$ cat src/rtl/interrupt_ctrl_pkg.sv
// Shared types and constants for the interrupt/exception front end of the multicycle core.
package intc_pkg;

    typedef enum logic [1:0] {
        IDLE    = 2'd0,
        REQ     = 2'd1,
        SERVICE = 2'd2
    } intc_state_e;

    localparam int CAUSE_OVF    = 0;
    localparam int CAUSE_OPCODE = 1;
    localparam int CAUSE_IRQ0   = 2;

    // Two synchronous exception codes sit below the IRQ codes.
    function automatic int cause_width(input int num_irq);
        return $clog2(num_irq + 2);
    endfunction

endpackage

$ cat src/rtl/interrupt_ctrl_if.sv
// Bus between the control unit / interrupt sources and the interrupt controller.
interface interrupt_ctrl_if #(
    parameter int NUM_IRQ = 4
) ();
    import intc_pkg::*;

    localparam int CW = cause_width(NUM_IRQ);

    logic [NUM_IRQ-1:0] irq_in;
    logic               exc_ovf;
    logic               exc_opcode;
    logic               instr_bound;
    logic [31:0]        pc_in;
    logic               ack;
    logic               eret;
    logic               mask_wr;
    logic [NUM_IRQ-1:0] mask_wdata;

    logic               int_req;
    logic [31:0]        vector;
    logic [CW-1:0]      cause;
    logic [31:0]        epc;
    logic               in_service;
    logic               double_fault;

    modport slave (
        input  irq_in, exc_ovf, exc_opcode, instr_bound, pc_in,
        input  ack, eret, mask_wr, mask_wdata,
        output int_req, vector, cause, epc, in_service, double_fault
    );

    modport master (
        output irq_in, exc_ovf, exc_opcode, instr_bound, pc_in,
        output ack, eret, mask_wr, mask_wdata,
        input  int_req, vector, cause, epc, in_service, double_fault
    );

endinterface

$ cat src/rtl/interrupt_ctrl_prio_enc.sv
// Fixed-priority encoder: overflow, then invalid opcode, then IRQs with lowest index first.
module intc_prio_enc
    import intc_pkg::*;
#(
    parameter int NUM_IRQ = 4,
    parameter int CW      = cause_width(NUM_IRQ)
) (
    input  logic               exc_ovf,
    input  logic               exc_opcode,
    input  logic [NUM_IRQ-1:0] irq,
    input  logic               irq_en,
    output logic               valid,
    output logic [CW-1:0]      cause
);

    always_comb begin
        valid = 1'b0;
        cause = '0;
        if (exc_ovf) begin
            valid = 1'b1;
            cause = CW'(CAUSE_OVF);
        end else if (exc_opcode) begin
            valid = 1'b1;
            cause = CW'(CAUSE_OPCODE);
        end else if (irq_en) begin
            // Scan downward so the lowest asserted line is the last one written.
            for (int i = NUM_IRQ - 1; i >= 0; i--) begin
                if (irq[i]) begin
                    valid = 1'b1;
                    cause = CW'(CAUSE_IRQ0 + i);
                end
            end
        end
    end

endmodule

$ cat src/rtl/interrupt_ctrl.sv
// Interrupt/exception controller: pending/mask, request FSM, cause, EPC and double fault.
// Define INTC_EDGE_TRIG_EN for rising-edge-latched IRQs; otherwise IRQs are level sensitive.
module interrupt_ctrl
    import intc_pkg::*;
#(
    parameter int          NUM_IRQ     = 4,
    parameter logic [31:0] VECTOR_BASE = 32'h0000_0100
) (
    input  logic          clock,
    input  logic          reset,
    interrupt_ctrl_if.slave bus
);

    localparam int CW = cause_width(NUM_IRQ);

    localparam logic [1:0] S_IDLE    = IDLE;
    localparam logic [1:0] S_REQ     = REQ;
    localparam logic [1:0] S_SERVICE = SERVICE;

    logic [1:0]         state_reg, state_next;
    logic [CW-1:0]      cause_reg, cause_next;
    logic [31:0]        epc_reg;
    logic [NUM_IRQ-1:0] mask_reg;
    logic               double_fault_reg;
    logic [NUM_IRQ-1:0] pending;
    logic               enc_valid;
    logic [CW-1:0]      enc_cause;
    logic               sync_exc;
    logic               ack_taken;

    assign sync_exc  = bus.exc_ovf | bus.exc_opcode;
    assign ack_taken = (state_reg == S_REQ) && bus.ack;

    generate
        for (genvar gi = 0; gi < NUM_IRQ; gi++) begin : g_pending
`ifdef INTC_EDGE_TRIG_EN
            logic prev_reg;
            logic pend_reg;
            logic ack_clr;

            assign ack_clr = ack_taken && (cause_reg == CW'(CAUSE_IRQ0 + gi));

            // A new edge on the ack cycle must survive the clear.
            always_ff @(posedge clock) begin
                if (reset) begin
                    prev_reg <= 1'b0;
                    pend_reg <= 1'b0;
                end else begin
                    prev_reg <= bus.irq_in[gi];
                    if (bus.irq_in[gi] && !prev_reg)
                        pend_reg <= 1'b1;
                    else if (ack_clr)
                        pend_reg <= 1'b0;
                end
            end

            assign pending[gi] = pend_reg;
`else
            assign pending[gi] = bus.irq_in[gi];
`endif
        end
    endgenerate

    intc_prio_enc #(
        .NUM_IRQ (NUM_IRQ),
        .CW      (CW)
    ) u_prio_enc (
        .exc_ovf    (bus.exc_ovf),
        .exc_opcode (bus.exc_opcode),
        .irq        (pending & mask_reg),
        .irq_en     (bus.instr_bound),
        .valid      (enc_valid),
        .cause      (enc_cause)
    );

    always_comb begin
        state_next = state_reg;
        cause_next = cause_reg;
        case (state_reg)
            S_IDLE: begin
                if (enc_valid) begin
                    state_next = S_REQ;
                    cause_next = enc_cause;
                end
            end
            S_REQ: begin
                if (bus.ack)
                    state_next = S_SERVICE;
            end
            S_SERVICE: begin
                if (bus.eret)
                    state_next = S_IDLE;
            end
            default: state_next = S_IDLE;
        endcase
    end

    always_ff @(posedge clock) begin
        if (reset) begin
            state_reg        <= S_IDLE;
            cause_reg        <= '0;
            epc_reg          <= '0;
            mask_reg         <= '0;
            double_fault_reg <= 1'b0;
        end else begin
            state_reg <= state_next;
            cause_reg <= cause_next;
            if (bus.mask_wr)
                mask_reg <= bus.mask_wdata;
            if (ack_taken)
                epc_reg <= bus.pc_in;
            if ((state_reg == S_SERVICE) && sync_exc)
                double_fault_reg <= 1'b1;
        end
    end

    assign bus.int_req      = (state_reg == S_REQ);
    assign bus.in_service   = (state_reg == S_SERVICE);
    assign bus.cause        = cause_reg;
    assign bus.epc          = epc_reg;
    assign bus.double_fault = double_fault_reg;
    assign bus.vector       = VECTOR_BASE + (32'(cause_reg) << 3);

endmodule

$ cat src/flat_wrapper.sv
// flat-port wrapper written by rule: the top's interface ports become plain ports
module interrupt_ctrl_flat import intc_pkg::*;
#(
    parameter int          NUM_IRQ     = 4,
    parameter logic [31:0] VECTOR_BASE = 32'h0000_0100
)
  (clock, reset, bus_irq_in, bus_exc_ovf, bus_exc_opcode, bus_instr_bound, bus_pc_in, bus_ack, bus_eret, bus_mask_wr, bus_mask_wdata, bus_int_req, bus_vector, bus_cause, bus_epc, bus_in_service, bus_double_fault);
  interrupt_ctrl_if #(.NUM_IRQ(NUM_IRQ)) bus_i ();
  input  logic clock;
  input  logic reset;
  input wire logic [$bits(bus_i.irq_in)-1:0] bus_irq_in;
  input wire logic [$bits(bus_i.exc_ovf)-1:0] bus_exc_ovf;
  input wire logic [$bits(bus_i.exc_opcode)-1:0] bus_exc_opcode;
  input wire logic [$bits(bus_i.instr_bound)-1:0] bus_instr_bound;
  input wire logic [$bits(bus_i.pc_in)-1:0] bus_pc_in;
  input wire logic [$bits(bus_i.ack)-1:0] bus_ack;
  input wire logic [$bits(bus_i.eret)-1:0] bus_eret;
  input wire logic [$bits(bus_i.mask_wr)-1:0] bus_mask_wr;
  input wire logic [$bits(bus_i.mask_wdata)-1:0] bus_mask_wdata;
  output wire logic [$bits(bus_i.int_req)-1:0] bus_int_req;
  output wire logic [$bits(bus_i.vector)-1:0] bus_vector;
  output wire logic [$bits(bus_i.cause)-1:0] bus_cause;
  output wire logic [$bits(bus_i.epc)-1:0] bus_epc;
  output wire logic [$bits(bus_i.in_service)-1:0] bus_in_service;
  output wire logic [$bits(bus_i.double_fault)-1:0] bus_double_fault;
  assign bus_i.irq_in = bus_irq_in;
  assign bus_i.exc_ovf = bus_exc_ovf;
  assign bus_i.exc_opcode = bus_exc_opcode;
  assign bus_i.instr_bound = bus_instr_bound;
  assign bus_i.pc_in = bus_pc_in;
  assign bus_i.ack = bus_ack;
  assign bus_i.eret = bus_eret;
  assign bus_i.mask_wr = bus_mask_wr;
  assign bus_i.mask_wdata = bus_mask_wdata;
  assign bus_int_req = bus_i.int_req;
  assign bus_vector = bus_i.vector;
  assign bus_cause = bus_i.cause;
  assign bus_epc = bus_i.epc;
  assign bus_in_service = bus_i.in_service;
  assign bus_double_fault = bus_i.double_fault;
  interrupt_ctrl #(.NUM_IRQ(NUM_IRQ), .VECTOR_BASE(VECTOR_BASE)) u_core (.clock(clock), .reset(reset), .bus(bus_i));
endmodule
$ cat config.mk
export PLATFORM = sky130hd
export DESIGN_NAME = interrupt_ctrl_flat
export DESIGN_NICKNAME = d
export VERILOG_FILES = /design/src/rtl/interrupt_ctrl_pkg.sv /design/src/rtl/interrupt_ctrl_if.sv /design/src/rtl/interrupt_ctrl_prio_enc.sv /design/src/rtl/interrupt_ctrl.sv /design/src/flat_wrapper.sv
export SDC_FILE = /design/constraint.sdc
export NUM_CORES = 1
export LEC_CHECK = 0
export ABC_AREA = 1
export CELL_PAD_IN_SITES_DETAIL_PLACEMENT = 1
export CELL_PAD_IN_SITES_GLOBAL_PLACEMENT = 2
export CORE_AREA = 2 2 109 111
export CTS_BUF_LIST = sky130_fd_sc_hd__clkbuf_4 sky130_fd_sc_hd__clkbuf_8
export CTS_CLUSTER_SIZE = 16
export DETAILED_ROUTE_END_ITERATION = 7
export DIE_AREA = 0 0 111 113
export GPL_TIMING_DRIVEN = 0
export PLACE_DENSITY_LB_ADDON = 0.08
export SETUP_SLACK_MARGIN = 0.15
export SYNTH_ARGS = -nofsm -noshare
export SYNTH_HDL_FRONTEND = slang
export SYNTH_SLANG_ARGS = --single-unit
$ cat constraint.sdc
create_clock -name clock -period 1.07 [get_ports clock]
set_input_delay 0.214 -clock clock [delete_from_list [all_inputs] [get_ports clock]]
set_output_delay 0.214 -clock clock [all_outputs]
set_load 0.005 [all_outputs]
Yosys cells after proc, flatten, opt, wreduce, memory -nomap -nowiden --
Index checks and enable logic that the tools add are counted.
Word-level totals: register bits after elaboration 42, output and inout port bits 70, word-level logic and storage cells 36
Operators by class: add/sub/neg operators 1, equal/unequal tests 5, multiplexer cells 18, bitwise logic cells 2, reduce and logical (&&, ||, !) cells 5
Operators by type and width (number):
- $mux W3 | 7
- $add A9 B6 Y10 const A | 1
- $mux W1 | 7
- $mux W2 | 3
- $pmux W2 S3 | 1
- $and A4 B4 Y4 | 1
- $ne A2 B2 Y1 const B | 2
- $reduce_and A3 Y1 | 1
- $eq A2 B1 Y1 const B | 1
- $eq A2 B2 Y1 const B | 1
- $logic_and A1 B1 Y1 | 2
- $logic_not A2 Y1 | 1
- $ne A2 B1 Y1 const B | 1
- $reduce_and A2 Y1 | 1
- $or A1 B1 Y1 | 1

Depth between registers and ports, before layout --
depth after elaboration 10, depth in mapped cells 8, depth with buffers taken out 8

Cells and area by module --
From an unflattened synthesis, not the netlist that was laid out.
Unflattened totals: cells, all modules 322, area, all modules 2075.7 um^2
Modules (own cells, without submodules):
- interrupt_ctrl | times used 1, cells each 303, area an instance 1999.4 um^2, sequential area each 840.8 um^2
- intc_prio_enc | times used 1, cells each 19, area an instance 76.3 um^2, sequential area each 0.0 um^2

Least setup slack after synthesis --
No wires, ideal clock.
path kind reg-to-reg, start register u_core.state_reg[0], end register u_core.epc_reg[0], in the netlist u_core.bus.epc[0], library setup time 0.134 ns, arrival 0.899 ns, data required time 0.936 ns, path slack 0.037 ns, stages on the path, launching flop included 7, path buffers 1, clock period less this slack 1.033 ns, path through dfxtp_1 > inv_2 > nor2_8 > nand2_4 > buf_4 > nand2_1 > a21oi_1
On the way: longest elaborated chain between the ends 2
Ends and longest elaborated chain:
- from (decl) | line interrupt_ctrl.sv:20 | logic [1:0] state_reg, state_next;
- from (signal assigned) | line interrupt_ctrl.sv:106 | state_reg <= state_next;
- $eq A2 B1 Y1 | line interrupt_ctrl.sv:32 | assign ack_taken = (state_reg == S_REQ) && bus.ack;
- $logic_and A1 B1 Y1 | line interrupt_ctrl.sv:32
- to (signal assigned) | line interrupt_ctrl.sv:111 | epc_reg <= bus.pc_in;
- to (decl) | line interrupt_ctrl.sv:22 | logic [31:0] epc_reg;
Every way passes these cells. A chain may end at the register's enable or synchronous reset.

Final worst setup path --
start register u_core.state_reg[1], end output bus_in_service
On the way: longest elaborated chain between the ends 1
Ends and longest elaborated chain:
- $eq A2 B2 Y1 | line interrupt_ctrl.sv:118 | assign bus.in_service = (state_reg == S_SERVICE);
- to (decl) | line flat_wrapper.sv:24 | output wire logic [$bits(bus_i.in_service)-1:0] bus_in_service;
Every way passes these cells.

==> flow_metrics.py <==
metrics = {
    "logic_synthesis": {
        "avgSynthCellArea_um2": 7.602,
        "synth_area_leader_cell": "dfxtp_1",
        "async_flop_share_pct": 0,
        "netlist_top_cells_area": "dfxtp_1 (44%), buf_4 (14%), nand2_1 (10%)",
        "synth_common_cells": "nand2_1 (52), dfxtp_1 (42), buf_4 (35), a21oi_1 (34), nand3_1 (33)",
        "synth-edff-count": 0,
        "ys_ff_latch": 42,
        "netlist_area_um2": 1908,
        "ys_seq_area_share_pct": 44.07,
        "synth_cells": 251,
        "ys_types": 18,
        "synth_top_area_share_pct": 44.07,
        "yosysMostFrequentCell": "nand2_1",
        "yosys_warnings": 0,
        "synth-main-ff-cell": "dfxtp_1",
    },
    "clocking": {
        "clock_sinks": 42,
        "ctsLongestPathBuffers": 2,
        "path_clk_slew_ns": 0.09,
        "clkLatencyLatePin_ns": 0.30,
        "root_buffer": "clkbuf_8",
        "cts_tree": "built",
        "htree_levels": 2,
        "cts_buffers": 5,
        "cts_hold_buf": 0,
    },
    "setup_path": {
        "cp-end-kind": "output pin",
        "critPathArrivalTime_ns": 1.00,
        "rrSetupSlack_ns": -0.07,
        "path_max_fanout": 3,
        "critical_path_class": "flip-flop to output pin",
        "cp-start-kind": "flip-flop",
        "cp.required_ns": 0.86,
    },
    "sta": {
        "fin_crit_sh_pct": 113.1,
        "skew_ns": 0.009417,
        "fmaxAchievable_ghz": 0.8266,
        "fin_crit_ns": 1.210,
        "slew_viol_final": 0,
        "setup_ws_ns": -0.1397,
        "setup_tns_ns": -2.205,
        "finalHoldViolCount": 0,
        "setup_viol": 36,
        "rsz0062_at_grt": "true",
    },
    "pwr": {
        "power_per_cell_area_nw_per_um2": 1147,
        "ir_drop_mv": 0.4804,
        "p_leak_nw": 1.504,
    },
    "drt": {
        "drtAntennaViolNets": 0,
        "drt-pass1-iter-count": 4,
        "drt_iter0_markers": 71,
        "wirelength_um": 6565,
        "detail_route.wl_per_cell_um": 12.36,
        "vias_per_cell": 3.761,
        "vias": 1997,
        "route.detailed.drc": 0,
    },
    "global_route": {
        "antenna_found_initial": 0,
        "grt_max_degree": 14,
        "grtUsageTotal_pct": 10.43,
        "overflow": 0,
        "grt_pass1_wl_um": 10360,
        "grt_pass1_vias": 1997,
    },
    "finish": {
        "drive_gt1_share_pct": 43.04,
        "post-route-cell-area_um2": 3373,
        "fin_nets": 435,
        "layoutNonFillerInstCount": 531,
        "area_growth_pct": 76.79,
        "n_antenna_cell": 0,
        "largest_reg_flops": 32,
    },
    "place": {
        "dp.cells": 507,
        "port-buffer-count": 86,
        "hpwl_um": 4763,
        "gp_congestion": 0.6474,
        "post_dp_cell_area_um2": 3065,
    },
    "die": {
        "ios": 118,
        "fp.dieArea_um2": 12540,
        "core-area_um2": 11270,
        "die_h_um": 113,
        "die_w_um": 111,
        "placementRows": 39,
        "initial_core_util_pct": 16.93,
    },
    "flow_run": {
        "cap_violations": 0,
    },
    "min_path": {
        "hold_path.class": "primary input to flip-flop",
    },
    "outcome": {
        "violations": "setup timing",
        "status": "finished with violations",
    },
}
==> final timing paths <==
kind	from	depth (start not counted)	end
worst min-delay path	reset	2	u_core.bus.epc[16]
worst max-delay path	u_core.state_reg[1]	3	bus_in_service
worst min register to register	u_core.bus.epc[21]	2	u_core.bus.epc[21]
worst max register to register	u_core.state_reg[0]	7	u_core.bus.epc[22]
==> final cells by class <==
class | count | area (um2)
fillers | 1366 | 7899
repair buffers | 102 | 953.4
flip-flops and latches | 42 | 897.1
multi-input cells | 179 | 838.3
plain buffers | 46 | 369.1
well taps | 143 | 178.9
clock buffers | 6 | 82.58
inverters | 11 | 41.29
clock inverters | 2 | 12.51
==> where the power goes <==
| part | internal [mW] | leakage [nW] | total (mW) | switching [mW] |
|---|---|---|---|---|
| clock | 0.521 | 0.0472 | 1.15 | 0.627 |
| combinational | 0.572 | 1.10 | 0.986 | 0.414 |
| sequential | 1.67 | 0.361 | 1.74 | 0.0648 |
==> through the flow <==
step / hold WS, ns / utilization [%] / total power, mW / setup WS, ns
CTS: 0.2478 / 29.05 / 3.916 / -0.1466
detailed placement: 0.4539 / 27.20 / 2.662 / -0.4446
finish: 0.2355 / 29.93 / 3.869 / -0.1397
floorplan: 0.3489 / - / 2.188 / 0.06966
global route: 0.2512 / 29.93 / 4.116 / -0.2012
global placement: 0.4461 / 27.20 / 2.662 / -0.4632
==> per-layer routing <==
layer	GRT usage, %	vias to the layer above	share of wire, %
met5	0	-	0
met2	16.20	66	45
met4	3.250	0	0.93
met1	13.55	911	47
met3	3.803	5	6.9
li1	-	1015	-
==> layout by cell type (no fill, tap or decap), types with 3 or more instances in the layout <==
master and count:
nor2_1 18, clkbuf_8 6, buf_8 3, a21oi_1 33
buf_6 35, buf_4 44, conb_1 29, buf_2 18
nand2_1 47, clkdlybuf4s50_1 44, o21ai_0 4, dfxtp_2 39
nand2_2 5, nand3_1 33, inv_1 9
==> critical path, cell delays in order (launching register included) <==
cell and delay (ns):
dfxtp_4 0.39, inv_2 0.07, nor2_4 0.13, buf_6 0.11
==> what timing repair did <==
action                                  in CTS  in global routing
gates resized for setup                    241                 16
buffers inserted                            13                  3
endpoints found under the setup margin      79                 83
pin swaps                                    8                  1
==> logic make-up (layout without fill, tap and decap cells) <==
| logic type | after synthesis | in the layout | synth area share (%) |
|---|---|---|---|
| flops | 42 | 42 | 44.07 |
| other cells | 2 | 29 | 0.3936 |
| buf+inv | 57 | 167 | 19.61 |
| compound gates | 40 | 40 | 10.69 |
| simple gates | 110 | 110 | 25.25 |
(Power assumes the default switching activity.)
